===== config.mk =====
export PLATFORM = sky130hd
export DESIGN_NAME = pc_sequencer
export DESIGN_NICKNAME = d
export VERILOG_FILES = /design/src/rtl/pc_seq_pkg.sv /design/src/rtl/branch_target_lut.sv /design/src/rtl/pc_sequencer.sv
export SDC_FILE = /design/constraint.sdc
export NUM_CORES = 1
export LEC_CHECK = 0
export BUFFER_PORTS_ARGS = -buffer_cell sky130_fd_sc_hd__clkbuf_2
export CAP_MARGIN = 20
export CORE_UTILIZATION = 50
export DETAILED_ROUTE_END_ITERATION = 7
export PLACE_DENSITY = 0.75
export SETUP_SLACK_MARGIN = 0.3
export SYNTH_ARGS = -nofsm -noshare
export SYNTH_HDL_FRONTEND = slang
export SYNTH_SLANG_ARGS = --single-unit

===== constraint.sdc =====
create_clock -name Clk -period 3.58 [get_ports Clk]
set_input_delay 0.537 -clock Clk [delete_from_list [all_inputs] [get_ports Clk]]
set_output_delay 0.537 -clock Clk [all_outputs]
set_load 0.005 [all_outputs]

===== src/rtl/pc_seq_pkg.sv =====
// rtl/pc_seq_pkg.sv - shared types and branch tables for pc_sequencer (PC_RELATIVE_EN selects relative table)
package pc_seq_pkg;

   localparam int PC_W  = 10;
   localparam int IDX_W = 4;
   localparam int LUT_N = 1 << IDX_W;

   typedef enum logic [1:0] {
      ST_IDLE = 2'd0,
      ST_LOAD = 2'd1,
      ST_RUN  = 2'd2,
      ST_DONE = 2'd3
   } seq_state_e;

   localparam logic [PC_W-1:0] BR_ABS_TABLE [LUT_N] = '{
      10'd8,  10'd14, 10'd4,  10'd0,
      10'd13, 10'd20, 10'd22, 10'd25,
      10'd32, 10'd34, 10'd21, 10'd26,
      10'd1,  10'd1,  10'd1,  10'd1
   };

`ifdef PC_RELATIVE_EN
   // Two's-complement offsets; the trailing 1s fall through to PC+1.
   localparam logic [PC_W-1:0] BR_REL_TABLE [LUT_N] = '{
      10'h3FC, 10'd6,   10'h3FE, 10'd3,
      10'd5,   10'h3F8, 10'd10,  10'd2,
      10'h3F0, 10'd4,   10'd7,   10'h3FF,
      10'd1,   10'd1,   10'd1,   10'd1
   };
`endif

endpackage


===== src/rtl/branch_target_lut.sv =====
// rtl/branch_target_lut.sv - combinational index-to-target table (PC_RELATIVE_EN selects offsets)
module branch_target_lut
   import pc_seq_pkg::*;
(
   input  logic [IDX_W-1:0] idx,
   output logic [PC_W-1:0]  target
);

   always_comb begin
`ifdef PC_RELATIVE_EN
      target = BR_REL_TABLE[idx];
`else
      target = BR_ABS_TABLE[idx];
`endif
   end

endmodule


===== src/rtl/pc_sequencer.sv =====
// rtl/pc_sequencer.sv - program counter, run/done handshake and perf counters (PC_RELATIVE_EN: relative branches)
module pc_sequencer
   import pc_seq_pkg::*;
#(
   parameter int CNT_W = 16
) (
   input  logic             Clk,
   input  logic             Reset,
   input  logic             Start,
   input  logic [PC_W-1:0]  StartAddr,
   input  logic             Halt,
   input  logic             Stall,
   input  logic             BranchEn,
   input  logic             Taken,
   input  logic [IDX_W-1:0] LutIdx,
   output logic [PC_W-1:0]  ProgCtr,
   output logic             Running,
   output logic             Done,
   output logic [CNT_W-1:0] CycleCnt,
   output logic [7:0]       BranchCnt
);

   seq_state_e       state_q, state_d;
   logic [PC_W-1:0]  pc_q, pc_d;
   logic [CNT_W-1:0] cyc_q, cyc_d;
   logic [7:0]       brc_q, brc_d;
   logic [PC_W-1:0]  lut_entry;
   logic [PC_W-1:0]  branch_pc;

   branch_target_lut u_lut (
      .idx    (LutIdx),
      .target (lut_entry)
   );

`ifdef PC_RELATIVE_EN
   assign branch_pc = pc_q + lut_entry;
`else
   assign branch_pc = lut_entry;
`endif

   always_ff @(posedge Clk or posedge Reset) begin
      if (Reset) begin
         state_q <= ST_IDLE;
         pc_q    <= '0;
         cyc_q   <= '0;
         brc_q   <= '0;
      end else begin
         state_q <= state_d;
         pc_q    <= pc_d;
         cyc_q   <= cyc_d;
         brc_q   <= brc_d;
      end
   end

   always_comb begin
      state_d = state_q;
      pc_d    = pc_q;
      cyc_d   = cyc_q;
      brc_d   = brc_q;
      if (Start) begin
         state_d = ST_LOAD;
         pc_d    = StartAddr;
         cyc_d   = '0;
         brc_d   = '0;
      end else begin
         case (state_q)
            ST_LOAD: state_d = ST_RUN;
            ST_RUN: begin
               // Cycle count includes stalled and halting cycles.
               if (cyc_q != '1) cyc_d = cyc_q + CNT_W'(1);
               if (Halt) begin
                  state_d = ST_DONE;
               end else if (Stall) begin
                  pc_d = pc_q;
               end else if (BranchEn && Taken) begin
                  pc_d = branch_pc;
                  if (brc_q != 8'hFF) brc_d = brc_q + 8'd1;
               end else begin
                  pc_d = pc_q + PC_W'(1);
               end
            end
            default: state_d = state_q;
         endcase
      end
   end

   assign ProgCtr   = pc_q;
   assign Running   = (state_q == ST_RUN);
   assign Done      = (state_q == ST_DONE);
   assign CycleCnt  = cyc_q;
   assign BranchCnt = brc_q;

endmodule


### Word-level counts from Yosys, hierarchy flattened

Memories as Yosys holds them, arrays and structs flattened.
Cells that the tools add are included.

* output and inout port bits: 36
* bits in registers: 36
* memories kept: 1
* word-level logic and storage cells: 47
* input bits: 21
* memory bits (read-only): 160

* add/sub/neg operators: 3
* muxes and demuxes: 19
* magnitude comparators: 1
* equality and inequality tests: 8
* bitwise logic cells: 1
* reductions and logical operators: 10

Memory list
* (name not given): depth 16, width 10, read ports 1, clocked after Yosys merged registers in 0, wr ports 0, line branch_target_lut.sv:13 `target = BR_ABS_TABLE[idx];`

Operators by type and width (number)
* 10-bit two-way mux: 7
* 16-bit two-way mux: 3
* 8-bit two-way mux: 6
* 16-bit by 1-bit adder with 16-bit output, second input constant: 1
* 16-bit != test, second input constant: 1
* 10-bit by 1-bit adder with 10-bit output, second input constant: 1
* 8-bit by 1-bit adder with 8-bit output, second input constant: 1
* 8-bit != test, second input constant: 1
* 2-bit nonzero test: 4
* 5-bit greater-or-equal comparator, second input constant: 1
* 4-bit NOT with 5-bit output: 1
* 5-bit AND reduction: 1
* 2-bit equality test, second input constant: 2
* 2-bit two-way mux: 2
* 2-bit != test, second input constant: 2
* 2-bit one-hot mux with 2 select lines: 1
* 2-bit AND reduction: 2
* 3-bit != test, second input constant: 1
* 3-bit AND reduction: 1
* 3-bit nonzero test: 1
* 2-bit by 1-bit equality test with 1-bit output, second input constant: 1
* 1-bit logical AND: 1

### Longest topological paths before layout

Gate-level depths: netlist (run 1).

* depth after elaboration: 9
* depth in mapped cells: 6
* mapped depth without buffers: 6

### Modules after synthesis

From an unflattened synthesis (run 1), not the netlist that was laid out.

* cell total of the unflattened synthesis: 281
* area total of the unflattened synthesis: 2433.6 µm²

By module, submodules not included
* pc_sequencer: area each 2218.4 µm², cells each 253, instances 1, sequential area each 900.9 µm²
* branch_target_lut: area each 215.2 µm², cells each 28, instances 1, sequential area each 0.0 µm²

### Worst setup path after synthesis (run 1)

No wires, ideal clock.

* path kind: input-to-reg
* start point: input port Halt
* end point: register brc_q[7] (netlist: BranchCnt[7])
* slack: 1.779 ns
* stages: 5
* path buffers: 1
* library setup time: 0.120 ns
* data arrival time: 1.681 ns
* data required time: 3.460 ns
* cell sequence: or4b_1 -> buf_2 -> nor4_2 -> nand3_1 -> o211a_1

* word-level cells in the longest chain between the ends: 2

Ends and longest elaborated chain
* start, declared: line pc_sequencer.sv:11 `input logic Halt,`
* 2-bit != test (no line)
* 5-bit AND reduction (no line)
* end signal, assigned: line pc_sequencer.sv:51 `brc_q <= brc_d;`
* end, declared: line pc_sequencer.sv:26 `logic [7:0] brc_q, brc_d;`

Every way passes these cells.
A chain may end at the register's enable or synchronous reset.

### Final worst setup path (run 1)

* start point: register state_q[0]
* end point: register brc_q[6] (netlist: BranchCnt[6])

* word-level cells in the longest chain between the ends: 3

Ends and longest elaborated chain
* start, declared: line pc_sequencer.sv:23 `seq_state_e state_q, state_d;`
* start signal, assigned: line pc_sequencer.sv:48 `state_q <= state_d;`
* 2-bit equality test: line pc_sequencer.sv:66 `case (state_q)`
* 2-bit nonzero test (no line)
* 5-bit AND reduction (no line)

Every way passes these cells.

==> results of run 1 <==
==> stage by stage <==
step / area (sq um) / power (W) / utilization (%) / hold WS (ps)
finish: 2780 / 0.000832 / 62.1 / 275
global route: 2780 / 0.000869 / 62.1 / 312
CTS: 2770 / 0.000839 / 61.8 / 467
detailed placement: 2690 / 0.000562 / 60.1 / 480
global placement: 2690 / 0.000560 / 60.1 / 484
floorplan: 2380 / 0.000514 / - / 469
==> routing by layer <==
metal | routed length (microns) | part of all wire, %
met2 | 2550 | 46
met4 | 65 | 1.2
met1 | 2600 | 47
met3 | 367 | 6.6
met5 | 0 | 0
==> synthesized netlist by cell type, types with 3 or more instances <==
cell type | n | area [sq um]
and3_1 | 3 | 18.8
mux2_2 | 9 | 101
a311oi_1 | 3 | 26.3
a41oi_1 | 3 | 26.3
and4_1 | 3 | 26.3
o31ai_1 | 4 | 30.0
ha_1 | 7 | 87.6
buf_2 | 3 | 15.0
a21oi_1 | 16 | 80.1
inv_1 | 7 | 26.3
nand2_1 | 19 | 71.3
nor4_1 | 5 | 31.3
nand3_1 | 14 | 70.1
nor2_1 | 22 | 82.6
o211ai_1 | 6 | 45.0
dfrtp_1 | 36 | 901
and2_1 | 3 | 18.8
or3_1 | 3 | 18.8
a31oi_1 | 5 | 31.3
o21ai_0 | 12 | 60.1
clkbuf_1 | 7 | 26.3
a211oi_1 | 5 | 37.5
nand4_1 | 7 | 43.8
or4_1 | 7 | 52.6
nor2b_1 | 8 | 50.1
==> placed cells by master (no fill, tap or decap), drive strengths merged, types with 6 or more instances in the layout <==
cell type and instances:
a21oi 17, clkbuf 62, dfrtp 36, ha 7, inv 8, mux2 9
nand2 20, nand3 14, nand4 7, nor2 22, nor2b 8, nor4 6
o211ai 7, o21ai 12, or4 7
==> area by class of cell <==
class,count,area share [%]
Clock buffer,6,2.61
Clock inverter,1,0.180
Inverter,9,1.22
Multi-Input combinational cell,202,49.5
Sequential cell,36,32.4
Tap cell,52,2.34
Timing Repair Buffer,61,11.7
==> path summary, 6_finish.rpt <==
kind | start | to | cells after the start
min in group Clk | StartAddr[9] | ProgCtr[9] | 3
worst min-delay path | Reset | CycleCnt[8] | 2
worst max register to register | state_q[0] | BranchCnt[6] | 4
worst max-delay path | state_q[0] | BranchCnt[6] | 4
max in group asynchronous | Reset | ProgCtr[7] | 4
worst min register to register | CycleCnt[15] | CycleCnt[15] | 1
==> power by group through the flow <==
stage | Combinational, W | Clock [W] | Sequential [W]
after floorplan | 0.0000693 | 0 | 0.000445
after global placement | 0.000110 | 0 | 0.000451
after detailed placement | 0.000111 | 0 | 0.000451
after CTS | 0.000111 | 0.000285 | 0.000443
after global routing | 0.000127 | 0.000297 | 0.000445
final | 0.000112 | 0.000275 | 0.000444
==> sequential cells by signal, indices dropped and copies added, names as in the netlist <==
name,flops
BranchCnt,8
state_q,2
ProgCtr,10
CycleCnt,16
==> kinds of logic after synthesis <==
logic type                 count (synthesis)  synth area share, %
and+or+nand+nor                          108                 26.3
buffers and inverters                     23                 4.41
adders and majority gates                  7                 3.67
AOI/OAI and AO/OA                         75                 22.4
DFF                                       36                 37.8
muxes                                     11                 5.09
xor gates and xnor gates                   1                0.368
==> results.cfg, run 1 <==
[timing]
setup_ws_ps = 1340
slew_headroom_pct = 52.9
fin_skew_ps = 6.62
final_max_slew_viol_count = 0
period_share_pct = 62.5
min_period_ps = 2240
tightest_slew_ps = 699
rsz0062_at_grt = no
setup_viol = 0
hold_violations = 0
fmax_ghz = 0.447
tns_ps = 0

[power]
p_per_area_mw_per_mm2 = 299
seqPwrFrac_pct = 53.4
p_leak_nw = 1.23
power.switching_w = 0.000231
switching_share_pct = 27.8
max-vdd-ir-drop_v = 0.000227
internal_power_w = 0.000601
comb_power_share_pct = 13.5
power_frac_clock_pct = 33.1

[synthesis]
synth_fp_nets = 289
yosysSeqAreaShare_pct = 37.8
synth.distinct_cells = 59
syn-instance-count = 261
yosysWarnings = 0
netlist_area_sq_mm = 0.00238
synthFlopType = dfrtp_1
async_flop_share_pct = 100
ys_ff_latch = 36
synth-edff-count = 0
synth_area_per_cell_sq_um = 9.13

[floorplanning]
num_rows = 24
die_x_microns = 71.0
fp.dieH_microns = 71.0
initial_core_util_pct = 53.3
io_pins = 57
coreArea_sq_mm = 0.00447
die_area_sq_mm = 0.00505

[global_route]
use_met2_pct = 35.0
gr-usage-all-layers_pct = 23.4
grt_pass1_wl_microns = 9330
use_met3_pct = 5.27
grt.overflow.total = 0
antenna_found_initial = 0
met1_usage_pct = 33.3
grt_pass1_vias = 2003
busiest_layer = met2
grt_max_degree = 30

[setup_path]
worstSetupPathType = flop to flop
path_delay_family = simple AND/OR/NAND/NOR gates
worstPathMaxFanout = 12
startpoint_type = flop
worstPathCellList = nor4b_4, nand2_1, or4_1, a21oi_1
critPathArrivalTime_ps = 2450
worst-path-buf-inv = 0
critPathSlowestCell = nor4b_4
cpPeakStageDelay_ps = 680
crit_path_end_kind = flop
reg2reg_slack_ps = 1340
crit_required_ps = 3790

[clock_network]
cts_tree = yes
clk_pin_slew_worst_paths_ps = 70
cts_setup_buffers = 0
clock_latency_ps = 290
cts_buffers = 5
cts_hold_buf = 0
cts.sinks = 36
cts_resized = 0
clockRootBuffer = clkbuf_8
cts-htree-levels = 2
cts_buffer_depth = 2

[outcome]
violations = design-rule violations
status = finished with violations

[flow_run]
maxCapViolations = 0

[drt]
wl_per_cell_microns = 15.2
dr.pass1.iters = 6
via_per_inst = 6.25
detail-route-antenna-nets = 0
drc = 4
num_vias = 2292
drt-total-wl_microns = 5590
drt_iter0_markers = 141

[place]
dp_hpwl_microns = 4060
portBuffers = 56
post-place-ws_ps = 1190
dp_cells = 359
routabilityCongestion = 0.802

[min_path]
hold_path.class = input pin to async pin

[final_layout]
multi_input_area_sq_mm = 0.00138
drive_above_1_share_pct = 28.3
regArea_sq_um = 901
finalNetCount = 343
fill_cells = 383
fin_cells = 367
antenna_cells = 0
syn_to_final_growth_pct = 16.6
No activity file was read; power rests on OpenSTA's default activity.
==> run 2: changes to the inputs <==
==> constraint.sdc (replaced) <==
create_clock -name Clk -period 2.3 [get_ports Clk]
set_input_delay 0.345 -clock Clk [delete_from_list [all_inputs] [get_ports Clk]]
set_output_delay 0.345 -clock Clk [all_outputs]
set_load 0.005 [all_outputs]
==> results.cfg, run 2 (same netlist as run 1, synthesis figures left out) <==
[drt]
num_vias = 2326
drt-total-wl_microns = 6040
detail-route-antenna-nets = 0
wl_per_cell_microns = 16.3
via_per_inst = 6.27
drt_iter0_markers = 106
dr.pass1.iters = 7
drc = 2

[clock_network]
cts.sinks = 36
clockRootBuffer = clkbuf_8
cts_buffer_depth = 2
cts-htree-levels = 2
cts_tree = yes
clk_pin_slew_worst_paths_ps = 80
clock_latency_ps = 290
cts_buffers = 5

[global_route]
antenna_found_initial = 0
grt_pass1_vias = 2118
gr-usage-all-layers_pct = 24.7
grt.overflow.total = 0
grt_pass1_wl_microns = 9860
grt_max_degree = 37

[place]
portBuffers = 56
dp_hpwl_microns = 4200
routabilityCongestion = 0.879

[setup_path]
crit_path_end_kind = flop
reg2reg_to = CycleCnt[9]
reg2reg_slack_ps = 360
startpoint_type = flop
reg2reg_from = CycleCnt[0]
crit_required_ps = 2480
critPathSlowestCell = dfrtp_2
worstPathMaxFanout = 6
worstPathCellList = ha_2, and2_1, nor4b_4, buf_4, a2111oi_4, mux2_4
path_delay_family = flip-flops
worst-path-buf-inv = 1
cpPeakStageDelay_ps = 460
critPathArrivalTime_ps = 2120
r2r_cells = 6
worstSetupPathType = flop to flop

[outcome]
violations = design-rule violations
status = finished with violations

[floorplanning]
die_area_sq_mm = 0.00505
initial_core_util_pct = 53.3
die_x_microns = 71.0
num_rows = 24
io_pins = 57
fp.dieH_microns = 71.0
coreArea_sq_mm = 0.00447

[timing]
slew_headroom_pct = 63.5
setup_viol = 0
fmax_ghz = 0.516
final_max_slew_viol_count = 0
tightest_slew_ps = 544
tns_ps = 0
fin_skew_ps = 10.2
period_share_pct = 84.3
min_period_ps = 1940
hold_ws_ps = 128
rsz0062_at_grt = no
hold_violations = 0

[final_layout]
finalNetCount = 346
drive_above_1_share_pct = 30.4
antenna_cells = 0
largest_reg_flops = 16
syn_to_final_growth_pct = 20.4
layout_commonest_cell = clkbuf_2
layout_common_cells = 56 x clkbuf_2, 35 x dfrtp_1, 22 x nor2_1
fill_cells = 390

[power]
p_leak_nw = 1.24
max-vdd-ir-drop_v = 0.000312
p_per_area_mw_per_mm2 = 470

[flow_run]
maxCapViolations = 0

[min_path]
hold_path.class = input pin to async pin
-- run 2: area by class of cell --
cell class	instances	area, sq um	area share, %
Tap cell	52	65.1	2.27
Inverter	9	33.8	1.18
Clock buffer	8	90.1	3.14
Sequential cell	36	902	31.4
Timing Repair Buffer	64	344	12.0
Multi-Input combinational cell	202	1430	50.0
-- run 2: timing repair --
item	in CTS	in global routing
endpoints found under the setup margin	0	13
buffers inserted	0	2
hold buffers	0	0
resized for setup	0	11
-- run 2: tightest hold or removal path, stage by stage --
cell and delay (ps):
clkbuf_2 80, inv_1 40, buf_4 400
-- run 2: worst max path at each step --
stage | slack [ps] | from | to | cells past startpoint
6_report | 360 | CycleCnt[0] | CycleCnt[9] | 6
5_1_grt | 310 | CycleCnt[6] | CycleCnt[14] | 4
4_1_cts | 310 | CycleCnt[0] | CycleCnt[8] | 5
3_5_place_dp | 310 | CycleCnt[0] | CycleCnt[8] | 5
3_3_place_gp | 380 | CycleCnt[1] | CycleCnt[8] | 5
2_1_floorplan | 510 | CycleCnt[0] | CycleCnt[9] | 5
-- run 2: power by group --
| group | switching, W | total, W | internal, W |
|---|---|---|---|
| clock | 0.000235 | 0.000480 | 0.000245 |
| sequential | 0.0000379 | 0.000692 | 0.000654 |
| combinational | 0.000103 | 0.000178 | 0.0000751 |
| total | 0.000376 | 0.00135 | 0.000974 |
-- run 2: stage by stage --
| stage | cells | total power, W | setup WS (ps) | utilization [%] | instance area (sq um) |
|---|---|---|---|---|---|
| finish | 371 | 0.00135 | 362 | 64.1 | 2870 |
| global route | 371 | 0.00140 | 307 | 64.1 | 2870 |
| CTS | 369 | 0.00135 | 305 | 62.4 | 2790 |
| detailed placement | 361 | 0.000877 | 314 | 60.4 | 2700 |
| global placement | 361 | 0.000874 | 379 | 60.4 | 2700 |
| floorplan | 261 | 0.000801 | 510 | - | 2380 |
-- run 2: per-layer routing --
layer  global-route usage [%]  wire [microns]  part of all wire [%]
met1                     34.5            2830                    47
met2                     38.1            2800                    46
met3                     5.41             310                   5.1
met4                     8.22             104                   1.7
met5                        0               0                     0
